==> src/rtl/regfile_wb_arbiter.sv <==
// regfile_wb_arbiter
// Shares the single register-file write port between three writeback
// requesters: 0 = ALU, 1 = memory load, 2 = audio sample loader.
// At most one write is granted per cycle and captured into a registered
// write port. Writes to registers in PROT_MASK are accepted and discarded.
// The aging logic for requesters 1 and 2 is built only when WB_AGING_EN is
// defined; without it, priority is strictly 0 > 1 > 2.
module regfile_wb_arbiter #(
  parameter int          MAX_WAIT  = 4,
  parameter logic [15:0] PROT_MASK = 16'hA000
) (
  input  logic        clk,
  input  logic        rst,
  input  logic        hold,
  input  logic [2:0]  req_valid,
  output logic [2:0]  req_ready,
  input  logic [11:0] req_rd,
  input  logic [95:0] req_wd,
  output logic [3:0]  rf_rd,
  output logic [31:0] rf_wd,
  output logic        rf_we,
  output logic        drop,
  output logic [15:0] pending
);

  // Per-requester views of the packed request buses
  logic [3:0]  w_rd [3];
  logic [31:0] w_wd [3];

  genvar gi;
  generate
    for (gi = 0; gi < 3; gi++) begin : g_req
      assign w_rd[gi] = req_rd[4*gi +: 4];
      assign w_wd[gi] = req_wd[32*gi +: 32];
    end
  endgenerate

  // Out-of-range MAX_WAIT values are not supported; this empty block only
  // marks such an elaboration in the hierarchy.
  generate
    if (MAX_WAIT < 1 || MAX_WAIT > 15) begin : g_max_wait_out_of_range
    end
  endgenerate

  logic       w_aged1;
  logic       w_aged2;
  logic [2:0] w_grant;

`ifdef WB_AGING_EN
  localparam logic [3:0] LP_MAX_WAIT = 4'(MAX_WAIT);

  logic [3:0] r_wait1;
  logic [3:0] r_wait2;

  // A counter that has reached MAX_WAIT promotes its requester, but only
  // while that requester is actually presenting a request.
  assign w_aged1 = req_valid[1] && (r_wait1 == LP_MAX_WAIT);
  assign w_aged2 = req_valid[2] && (r_wait2 == LP_MAX_WAIT);

  // Wait counters: count passed-over cycles, saturate, clear on grant or withdrawal, freeze on hold
  always_ff @(posedge clk or posedge rst) begin
    if (rst) begin
      r_wait1 <= 4'd0;
      r_wait2 <= 4'd0;
    end else if (!hold) begin
      if (!req_valid[1] || w_grant[1])
        r_wait1 <= 4'd0;
      else if (r_wait1 < LP_MAX_WAIT)
        r_wait1 <= r_wait1 + 4'd1;

      if (!req_valid[2] || w_grant[2])
        r_wait2 <= 4'd0;
      else if (r_wait2 < LP_MAX_WAIT)
        r_wait2 <= r_wait2 + 4'd1;
    end
  end
`else
  assign w_aged1 = 1'b0;
  assign w_aged2 = 1'b0;
`endif

  // Winner selection: aged requesters first (1 before 2), then fixed 0 > 1 > 2
  always_comb begin
    w_grant = 3'b000;
    if (!rst && !hold) begin
      if (w_aged1)
        w_grant = 3'b010;
      else if (w_aged2)
        w_grant = 3'b100;
      else if (req_valid[0])
        w_grant = 3'b001;
      else if (req_valid[1])
        w_grant = 3'b010;
      else if (req_valid[2])
        w_grant = 3'b100;
    end
  end

  assign req_ready = w_grant;

  // Data mux for the granted requester
  logic [3:0]  w_sel_rd;
  logic [31:0] w_sel_wd;
  logic        w_xfer;
  logic        w_prot;

  // Route the winner's address and data toward the output register
  always_comb begin
    w_sel_rd = 4'd0;
    w_sel_wd = 32'd0;
    for (int i = 0; i < 3; i++) begin
      if (w_grant[i]) begin
        w_sel_rd = w_rd[i];
        w_sel_wd = w_wd[i];
      end
    end
  end

  assign w_xfer = |w_grant;
  assign w_prot = PROT_MASK[w_sel_rd];

  logic [3:0]  r_rf_rd;
  logic [31:0] r_rf_wd;
  logic        r_rf_we;
  logic        r_drop;

  // Output write port: load on an unprotected transfer, pulse drop on a protected one
  always_ff @(posedge clk or posedge rst) begin
    if (rst) begin
      r_rf_rd <= 4'd0;
      r_rf_wd <= 32'd0;
      r_rf_we <= 1'b0;
      r_drop  <= 1'b0;
    end else begin
      r_rf_we <= 1'b0;
      r_drop  <= 1'b0;
      if (w_xfer) begin
        if (w_prot) begin
          r_drop <= 1'b1;
        end else begin
          r_rf_rd <= w_sel_rd;
          r_rf_wd <= w_sel_wd;
          r_rf_we <= 1'b1;
        end
      end
    end
  end

  assign rf_rd = r_rf_rd;
  assign rf_wd = r_rf_wd;
  assign rf_we = r_rf_we;
  assign drop  = r_drop;

  logic [15:0] w_pending;

  // Hazard mask: requested or in-flight destinations, never the hardwired registers
  always_comb begin
    w_pending = 16'd0;
    for (int i = 0; i < 3; i++) begin
      if (req_valid[i])
        w_pending = w_pending | (16'd1 << w_rd[i]);
    end
    if (r_rf_we)
      w_pending = w_pending | (16'd1 << r_rf_rd);
    w_pending = w_pending & ~PROT_MASK;
    if (rst)
      w_pending = 16'd0;
  end

  assign pending = w_pending;

endmodule

==> config.mk <==
export PLATFORM = sky130hd
export DESIGN_NAME = regfile_wb_arbiter
export DESIGN_NICKNAME = d
export VERILOG_FILES = /design/src/rtl/regfile_wb_arbiter.sv
export SDC_FILE = /design/constraint.sdc
export NUM_CORES = 1
export LEC_CHECK = 0
export CORE_MARGIN = 5
export CORE_UTILIZATION = 37
export CTS_CLUSTER_SIZE = 12
export DETAILED_ROUTE_END_ITERATION = 10
export PLACE_DENSITY = 0.94
export SLEW_MARGIN = 20
export SYNTH_ARGS = -nofsm -noshare
export SYNTH_HDL_FRONTEND = slang
export SYNTH_SLANG_ARGS = --single-unit
==> constraint.sdc <==
create_clock -name clk -period 2.8 [get_ports clk]
set_input_delay 0.7 -clock clk [delete_from_list [all_inputs] [get_ports clk]]
set_output_delay 0.7 -clock clk [all_outputs]
set_load 0.01 [all_outputs]
==> flow_summary.yaml <==
final_layout:
  finalNetCount: 581
  synthToLayoutAreaGrowth_pct: 79.1
  final_area_sq_um: 4780
  final_cell_mix: "clkdlybuf4s50_1, buf_4, inv_1, dfrtp_1"
  final_common_cell: "clkdlybuf4s50_1"
  diodes: 0
  drive_gt1_share_pct: 17.7
clock_tree:
  cts_sinks: 38
  cts_buffers: 5
  cts.htree.levels: 2
  clk_pin_slew_ns: 0.08
  insertion_delay_ns: 0.29
  cts-root-buf: "clkbuf_8"
  clockBufferDepth: 2
  cts_tree: "yes"
critical_path:
  start_kind: "primary input"
  crit_chain: "clkdlybuf4s50_1 > and3b_2 > buf_4 > nand3_1 > a31oi_1 > clkbuf_2"
  cp.arrival_ns: 2.08
  crit_required_ns: 2.10
  crit_type: "in -> out"
  worst_setup_path_end_kind: "primary output"
  critPathSlowestCell: "clkdlybuf4s50_1"
  worst-path-buf-inv: 3
  critical_path.max_stage_delay_ns: 0.54
  cp_top_family: "buffers and inverters"
  critPathMaxFanout: 4
drt:
  vias_per_cell: 5.56
  drt_first_pass_iters: 9
  via_count: 3154
  drtIter0Drc: 262
  post-route-drc-count: 0
  wl_um: 10200
  wl_per_cell_um: 17.9
  drt.antenna.violating_nets: 0
sta:
  period_needed_ns: 2.78
  final-setup-viol-count: 0
  worst_slew_pin_slew_ns: 0.523
  timing.slew.headroom_pct: 65.0
  rsz0062_at_grt: "yes"
  hold_violations: 0
  fin_skew_ns: 0
  finalMaxSlewViolations: 0
  period_share_pct: 99.3
  tns_ns: 0
  max_freq_mhz: 360
  fin_ws_ns: 0.0196
logic_synthesis:
  synth_edf_count: 0
  avgSynthCellArea_sq_um: 9.78
  ys_seq_elements: 38
  async_reset_ff_share_pct: 100
  yosys_warnings: 0
  postSynthCellCount: 273
  synth-adder-area-share_pct: 0
  synth_compound_area_share_pct: 27.1
  ys.flop_type: "dfrtp_1"
  synth-simple-area-share_pct: 12.6
  synth_xor_area_share_pct: 0
  synth.distinct_cells: 36
  syn_area_sq_um: 2670
  synth_top_family_by_area: "compound AO/OA/AOI/OAI gates"
  yosysSeqAreaShare_pct: 35.6
  synthMuxAreaShare_pct: 12.4
global_routing:
  grt_pass1_vias: 3251
  grt_use_total_pct: 21.8
  grt_pass1_wl_um: 15400
  antenna_found_initial: 0
  grt_start_max_net_pins: 34
  overflow: 0
power_and_ir_drop:
  p_sw_share_pct: 27.5
  p_per_area_nw_per_um2: 380
  combPwrFrac_pct: 33.7
  power.internal_mw: 1.32
  p_switching_uw: 500
  clkPwrFrac_pct: 31.0
  seq_power_share_pct: 35.3
  vdd_drop_max_uv: 281
  power_mw: 1.82
  cellLeakagePower_nw: 1.95
placed_design:
  place_hpwl_um: 8060
  dpl_worst_slack_ns: -0.432
  place_congestion: 0.953
  dpl_cell_area_sq_um: 4640
  port_buffers: 168
floorplanning:
  dieArea_sq_um: 9020
  ios: 171
  die_width_um: 95.0
  fp.dieH_um: 95.0
  core-area_sq_um: 7140
  num_rows: 31
  start_util_pct: 37.4
job:
  max-cap-violations: 0
worst_hold_path:
  hold_class: "reg -> reg"
outcome:
  run_status: "finished clean"
[timing repair]
item	in CTS	in global routing
gates resized for setup	41	31
pin swaps	1	2
setup buffers	0	2
endpoints found under the setup margin	17	15
hold buffers	0	0
[state kept, by name, indices dropped and copies added (netlist names)]
register  count
rf_we         1
drop          1
rf_wd        32
rf_rd         4
[power groups by stage]
| stage | registers, mW | logic (mW) | clock network (mW) |
|---|---|---|---|
| finish | 0.642 | 0.613 | 0.563 |
| global route | 0.650 | 0.655 | 0.593 |
| CTS | 0.642 | 0.611 | 0.577 |
| detailed placement | 0.652 | 0.614 | 0 |
| global placement | 0.649 | 0.598 | 0 |
| floorplan | 0.674 | 0.203 | 0 |
[cell type report]
type,count,area [sq um]
clock buffer,5,68.8
clock inverter,3,68.8
fill,586,2350
inverter,38,143
multi-input combinational,174,1480
sequential,38,951
tap,99,124
timing repair buffer,210,1950
[final timing paths]
check	from	endpoint	cells after the start	slack, ns
max in group asynchronous	rst	rf_wd[24]$_DFFE_PP0P_	4	1.37
max	req_rd[11]	pending[11]	6	0.02
max reg2reg	rf_rd[2]$_DFFE_PP0P_	rf_rd[2]$_DFFE_PP0P_	1	2.04
min reg2reg	rf_wd[20]$_DFFE_PP0P_	rf_wd[20]$_DFFE_PP0P_	2	0.52
min	rf_wd[20]$_DFFE_PP0P_	rf_wd[20]$_DFFE_PP0P_	2	0.52
min in group asynchronous	rst	rf_rd[3]$_DFFE_PP0P_	3	0.94
[synth_stat cells (all sizes together) (2+ instances only)]
master	number	area, sq um
dfrtp	38	951
inv	38	143
a222oi	33	330
mux2i	33	330
buf	19	164
a22oi	17	128
a21oi	14	70.1
nor2	13	48.8
nand2	8	30.0
a31oi	6	37.5
nand3	6	30.0
nor2b	6	37.5
nor3b	6	56.3
clkbuf	5	18.8
and3	4	25.0
a221oi	3	67.6
a32oi	3	26.3
nand3b	3	22.5
nand4	3	18.8
a41oi	2	17.5
and3b	2	17.5
o22a	2	17.5
[per-stage QoR]
| stage | cells | hold WS (ns) | util [%] |
|---|---|---|---|
| final | 567 | 0.522 | 67.0 |
| after global routing | 567 | 0.549 | 67.0 |
| after CTS | 565 | 0.525 | 67.1 |
| after detailed placement | 557 | 0.511 | 65.0 |
| after global placement | 557 | 0.500 | 65.0 |
| after floorplan | 274 | 0.547 | - |
[kinds of logic after synthesis]
logic type | count (synthesis)
other | 1
AND/OR/NAND/NOR | 56
buffers and inverters | 62
AO/OA/AOI/OAI | 83
flip-flops | 38
multiplexers | 33
[metal layers]
| metal | global-route usage, % | wire length, um |
|---|---|---|
| met3 | 5.58 | 949 |
| met5 | 0 | 0 |
| met1 | 24.0 | 3590 |
| met2 | 39.0 | 5250 |
| met4 | 10.2 | 384 |
Power figures use the tool's default switching activity.
